--- src/rtl/tron_scoreboard.sv ---
`default_nettype none
// ============================================================================
//  Module   : tron_scoreboard
//  Brief    : Multi-player Tron round-win counter. It keeps a packed BCD score
//             for each player, edge-detects the win strobes, ignores results
//             during a post-round hold-off, and flags the end of the match
//             when a player reaches the target score.
//  Revision : 1.0  initial release
// ============================================================================
module tron_scoreboard #(
    parameter  int NUM_PLAYERS = 2,
    parameter  int DIGITS      = 2,
    parameter  int WIN_SCORE   = 10,
    parameter  int HOLD_CYCLES = 4,
    localparam int PW          = (NUM_PLAYERS > 1) ? $clog2(NUM_PLAYERS) : 1
) (
    input  logic                            clk,
    input  logic                            clear_b,
    input  logic                            enable,
    input  logic                            new_match,
    input  logic [NUM_PLAYERS-1:0]          win_in,
    output logic [NUM_PLAYERS*DIGITS*4-1:0] score_bcd,
    output logic                            round_done,
    output logic                            draw,
    output logic                            match_over,
    output logic [PW-1:0]                   winner,
    output logic                            busy
);

    localparam int c_DW = DIGITS * 4;
    localparam int c_HW = (HOLD_CYCLES > 1) ? $clog2(HOLD_CYCLES) : 1;

    localparam logic [1:0] c_ST_PLAY = 2'd0;
    localparam logic [1:0] c_ST_HOLD = 2'd1;
    localparam logic [1:0] c_ST_OVER = 2'd2;

    // Binary-to-BCD conversion of an elaboration-time constant.
    function automatic logic [c_DW-1:0] f_to_bcd(input int value);
        logic [c_DW-1:0] result;
        int              rem;
        result = '0;
        rem    = value;
        for (int d = 0; d < DIGITS; d++) begin
            result[d*4 +: 4] = 4'(rem % 10);
            rem              = rem / 10;
        end
        return result;
    endfunction

    // Add one to a packed BCD number, rippling the carry through 9 -> 0 digits.
    function automatic logic [c_DW-1:0] f_bcd_inc(input logic [c_DW-1:0] value);
        logic [c_DW-1:0] result;
        logic            carry;
        result = value;
        carry  = 1'b1;
        for (int d = 0; d < DIGITS; d++) begin
            if (carry) begin
                if (result[d*4 +: 4] == 4'd9) begin
                    result[d*4 +: 4] = 4'd0;
                end else begin
                    result[d*4 +: 4] = result[d*4 +: 4] + 4'd1;
                    carry            = 1'b0;
                end
            end
        end
        return result;
    endfunction

    localparam logic [c_DW-1:0] c_WIN_BCD   = f_to_bcd(WIN_SCORE);
    localparam logic [c_HW-1:0] c_HOLD_INIT = c_HW'(HOLD_CYCLES - 1);
    localparam logic [c_HW-1:0] c_HOLD_ONE  = c_HW'(1);

    logic [NUM_PLAYERS-1:0]        r_win_q;
    logic [1:0]                    r_state;
    logic [c_HW-1:0]               r_hold;
    logic [NUM_PLAYERS*c_DW-1:0]   r_score;
    logic                          r_round_done;
    logic                          r_draw;
    logic [PW-1:0]                 r_winner;

    logic [NUM_PLAYERS-1:0]        w_rise;
    logic                          w_single;
    logic                          w_multi;
    logic [PW-1:0]                 w_idx;
    logic [c_DW-1:0]               w_cur;
    logic [c_DW-1:0]               w_inc;

    assign w_rise   = win_in & ~r_win_q;
    assign w_single = $onehot(w_rise);
    assign w_multi  = (w_rise != '0) && !w_single;

    // Index of the rising player; only meaningful when exactly one bit rose.
    always_comb begin
        w_idx = '0;
        for (int p = 0; p < NUM_PLAYERS; p++) begin
            if (w_rise[p]) begin
                w_idx = PW'(p);
            end
        end
    end

    assign w_cur = r_score[w_idx*c_DW +: c_DW];
    assign w_inc = f_bcd_inc(w_cur);

    // Win-level history: sampled every cycle regardless of state or enable so
    // a level held through a disabled or hold-off window never re-triggers.
    always_ff @(posedge clk or negedge clear_b) begin
        if (!clear_b) begin
            r_win_q <= '0;
        end else begin
            r_win_q <= win_in;
        end
    end

    // Round/match state machine with score update and result pulses.
    always_ff @(posedge clk or negedge clear_b) begin
        if (!clear_b) begin
            r_state      <= c_ST_PLAY;
            r_hold       <= '0;
            r_score      <= '0;
            r_round_done <= 1'b0;
            r_draw       <= 1'b0;
            r_winner     <= '0;
        end else if (new_match) begin
            // A new match overrides any win arriving on the same edge.
            r_state      <= c_ST_PLAY;
            r_hold       <= '0;
            r_score      <= '0;
            r_round_done <= 1'b0;
            r_draw       <= 1'b0;
            r_winner     <= '0;
        end else begin
            r_round_done <= 1'b0;
            r_draw       <= 1'b0;
            case (r_state)
                c_ST_PLAY: begin
                    if (enable && w_single) begin
                        r_score[w_idx*c_DW +: c_DW] <= w_inc;
                        r_round_done                <= 1'b1;
                        if (w_inc == c_WIN_BCD) begin
                            r_state  <= c_ST_OVER;
                            r_winner <= w_idx;
                        end else begin
                            r_state <= c_ST_HOLD;
                            r_hold  <= c_HOLD_INIT;
                        end
                    end else if (enable && w_multi) begin
                        r_draw  <= 1'b1;
                        r_state <= c_ST_HOLD;
                        r_hold  <= c_HOLD_INIT;
                    end
                end
                c_ST_HOLD: begin
                    if (r_hold == '0) begin
                        r_state <= c_ST_PLAY;
                    end else begin
                        r_hold <= r_hold - c_HOLD_ONE;
                    end
                end
                c_ST_OVER: begin
                    r_state <= c_ST_OVER;
                end
                default: begin
                    r_state <= c_ST_PLAY;
                end
            endcase
        end
    end

    assign score_bcd  = r_score;
    assign round_done = r_round_done;
    assign draw       = r_draw;
    assign winner     = r_winner;
    assign match_over = (r_state == c_ST_OVER);
    assign busy       = (r_state == c_ST_HOLD);

endmodule
`default_nettype wire

--- config.mk ---
export PLATFORM = sky130hd
export DESIGN_NAME = tron_scoreboard
export DESIGN_NICKNAME = d
export VERILOG_FILES = /design/src/rtl/tron_scoreboard.sv
export SDC_FILE = /design/constraint.sdc
export NUM_CORES = 1
export LEC_CHECK = 0
export ABC_AREA = 1
export BUFFER_PORTS_ARGS = -buffer_cell sky130_fd_sc_hd__buf_2
export CAP_MARGIN = 10
export CELL_PAD_IN_SITES_DETAIL_PLACEMENT = 0
export CELL_PAD_IN_SITES_GLOBAL_PLACEMENT = 2
export CORE_UTILIZATION = 32
export CTS_BUF_LIST = sky130_fd_sc_hd__clkbuf_8
export DETAILED_ROUTE_END_ITERATION = 8
export PLACE_DENSITY = 0.77
export SLEW_MARGIN = 20
export SYNTH_ARGS = -nofsm -noshare
export SYNTH_HDL_FRONTEND = slang
export SYNTH_SLANG_ARGS = --single-unit
--- constraint.sdc ---
create_clock -name clk -period 2.36 [get_ports clk]
set_input_delay 0.236 -clock clk [delete_from_list [all_inputs] [get_ports clk]]
set_output_delay 0.236 -clock clk [all_outputs]
set_load 0.05 [all_outputs]
==> impl_metrics.env <==
export IMPL_outcome="completed"
export IMPL_cts_root_buf="sky130_fd_sc_hd__clkbuf_8"
export IMPL_ys_types=22
export IMPL_grt_antenna_before_repair=0
export IMPL_finalCriticalPeriod_ns=2.14
export IMPL_post_synth_main_area_contributors="sky130_fd_sc_hd__dfrtp_1, sky130_fd_sc_hd__nand2_1, sky130_fd_sc_hd__inv_1, sky130_fd_sc_hd__nand3_1, sky130_fd_sc_hd__nor2_1"
export IMPL_crit_path_start_kind="flop"
export IMPL_critPathMostFrequentCell="sky130_fd_sc_hd__nand2_1"
export IMPL_detail_route_drc_violations=0
export IMPL_final_common_cell="sky130_fd_sc_hd__nand2_1"
export IMPL_core_area_um2=4410
export IMPL_area_share_of_the_leading_cell_type_in_the_synthesized_netlist=0.417
export IMPL_hold_class="primary input to flop"
export IMPL_final_setup_worst_slack_ns=0.219
export IMPL_synthSimpleGateAreaFrac=0.341
export IMPL_timing_hold_violations_final=0
export IMPL_cp_data_arrival_time_ns=2.31
export IMPL_finalWirelength_um=4070
export IMPL_cts_buffers=3
export IMPL_p_leak_uw=0.000962
export IMPL_syn_to_final_growth_pct=21.3
export IMPL_timing_critical_path_fanout_max=9
export IMPL_pre_cts_ws_ns=0.112
export IMPL_global_route_overflow_total=0
export IMPL_route_detailed_wl_per_inst_um=13.8
export IMPL_path_clk_slew_ns=0.09
export IMPL_p_per_area_nw_per_um2=654
export IMPL_drtIter0Drc=69
export IMPL_tightest_slew_ns=0.569
export IMPL_cp_cell_sequence="inv_4 -> nand2_8 -> nand2_2 -> o21ai_2 -> inv_1 -> ha_2 -> nand3_2 -> nor2_4 -> nand2_2 -> nand2_1 -> nand2_1 -> nor2_2 -> nand2_1 -> nor2_2 -> nand2_2 -> nand3_1 -> nand2_1"
export IMPL_number_of_synthesized_register_bits=25
export IMPL_fin_util=0.412
export IMPL_cts_max_path_buffers=2
export IMPL_n_antenna_cell=0
export IMPL_yosys_area_top_type="sky130_fd_sc_hd__dfrtp_1"
export IMPL_nNetsFinal=255
export IMPL_viasPerCell=4.84
export IMPL_total_of_warnings_raised_by_yosys=0
export IMPL_tritoncts_clock_tree="built"
export IMPL_final_min_period_over_clock_period=0.907
export IMPL_htreeDepth=1
export IMPL_setup_tns_ns=0
export IMPL_grt_first_pass_wirelength_um=6790
export IMPL_grt_max_degree=26
export IMPL_leading_cell_types_in_the_layout_fill_and_taps_excluded="sky130_fd_sc_hd__nand2_1, sky130_fd_sc_hd__inv_1, sky130_fd_sc_hd__buf_2"
export IMPL_timing_fmax_mhz=467
export IMPL_max_cap_violations=0
export IMPL_rows=24
export IMPL_fp_dieW_um=70.4
export IMPL_finalClockSkew_ns=0.00321
export IMPL_first_global_vias=1411
export IMPL_layoutNonFillerInstCount=296
export IMPL_xor_xnor_cell_area_share_of_the_yosys_netlist=0
export IMPL_syn_area_um2=1500
export IMPL_clk_sink_count=25
export IMPL_die_h_um=70.4
export IMPL_irDropWorstVdd_uv=310
export IMPL_overall_fraction_of_global_route_tracks_in_use=0.174
export IMPL_critPathSlowestCell="sky130_fd_sc_hd__dfrtp_1"
export IMPL_total_die_area_um2=4960
export IMPL_required_ns=2.53
export IMPL_final_layout_size_suffix_gt1_frac=0.242
export IMPL_start_util=0.340
export IMPL_critical_path_endpoint_type="flop"
export IMPL_placed_cell_area_um2=1690
export IMPL_final_max_slew_violation_count=0
export IMPL_netlist_instances=207
export IMPL_yosys_mux_area_fraction=0
export IMPL_hpwlAfterDp_um=3150
export IMPL_drtAntennaViolNets=0
export IMPL_routed_via_count=1434
export IMPL_synth_seq_area_share=0.417
export IMPL_slowest_delay_ns=0.42
export IMPL_port_buffers=26
export IMPL_synth_compound_gate_area_share=0.100
export IMPL_slew_limit_headroom=0.621
export IMPL_synth_nets=217
export IMPL_gpl_final_weighted_congestion=0.792
export IMPL_post_synth_fa_ha_maj_area_fraction=0.0334
export IMPL_final_cell_area_um2=1820
export IMPL_report_final_setup_viol=0
export IMPL_io_pin_count=27
export IMPL_synth_area_per_cell_um2=7.24
export IMPL_clk_latency_ns=0.27
export IMPL_largest_family_of_logic_cells_by_synthesized_area="simple AND/OR/NAND/NOR gates"
export IMPL_place_detailed_instances=285
export IMPL_drt_pass1_iterations=4
export IMPL_worstSetupPathType="flop to flop"
[layer usage]
layer	track usage	routed length [um]	vias to the layer above
met1	0.216	1840	674
met2	0.305	2020	21
met3	0.0231	102	9
met5	0	0	-
met4	0.0667	111	0
li1	-	-	730
[flip-flops by register name, indices dropped and copies added, names as in the netlist]
register / count
r_win_q: 2
round_done: 1
r_hold: 2
r_state: 2
score_bcd: 16
winner: 1
draw: 1
[power breakdown]
part	switching, uW	leakage [uW]	total (uW)	internal [uW]
sequential	33.3	0.000338	506	473
combinational	305	0.000598	428	122
clock	139	0.0000269	256	117
[path summary, 6_finish.rpt]
check | from | to | slack (ns) | cells past startpoint
max reg2reg | r_win_q[1] | r_hold[0] | 0.22 | 17
max | r_win_q[1] | r_hold[0] | 0.22 | 17
min | win_in[0] | r_win_q[0] | 0.08 | 1
max in group asynchronous | clear_b | score_bcd[2] | 1.49 | 2
min reg2reg | score_bcd[8] | score_bcd[8] | 0.49 | 1
min in group asynchronous | clear_b | r_win_q[0] | 0.49 | 2
[critical path: cells and delay by family (launching register included)]
| family | cells | cell delay [ns] |
|---|---|---|
| simple gates | 13 | 1.18 |
| fa+ha+maj | 1 | 0.19 |
| buf+inv | 2 | 0.17 |
| flops | 1 | 0.42 |
| compound gates | 1 | 0.08 |
[per-stage QoR]
stage / power, uW / hold WS (ns)
final: 1190 / 0.0789
after global routing: 1270 / 0.0788
after CTS: 1180 / 0.0767
after detailed placement: 927 / 0.268
after global placement: 911 / 0.256
after floorplan: 819 / -0.0596
[cells by family (layout without fill, tap and decap cells)]
kind of cell,count (synthesis),after routing
and+or+nand+nor,112,112
AOI/OAI and AO/OA,25,25
adders and majority gates,4,4
DFF,25,25
buffers and inverters,41,78
[cell usage after synthesis (all sizes together)]
cell and n:
nor2 22, ha 4, buf 1, dfrtp 25, a31oi 1, nand3 23, o21ai 10, nor3 2
o22ai 10, nand4 2, clkbuf 1, a21oi 4, nand2 63, inv 39
[cell type report]
class | instances | area, um^2
well taps | 52 | 65.1
repair buffers | 35 | 200
clock inverters | 1 | 3.75
fillers | 458 | 2600
clock buffers | 3 | 41.3
inverters | 39 | 149
flip-flops and latches | 25 | 626
multi-input cells | 141 | 733
[what timing repair did]
item / 4_1_cts / 5_1_grt
hold endpoints to repair: 25 / 0
endpoints found under the setup margin: 0 / 5
gates resized for setup: 0 / 6
hold buffers: 1 / 0
buffers inserted: 0 / 6
No activity file was read; power rests on OpenSTA's default activity.
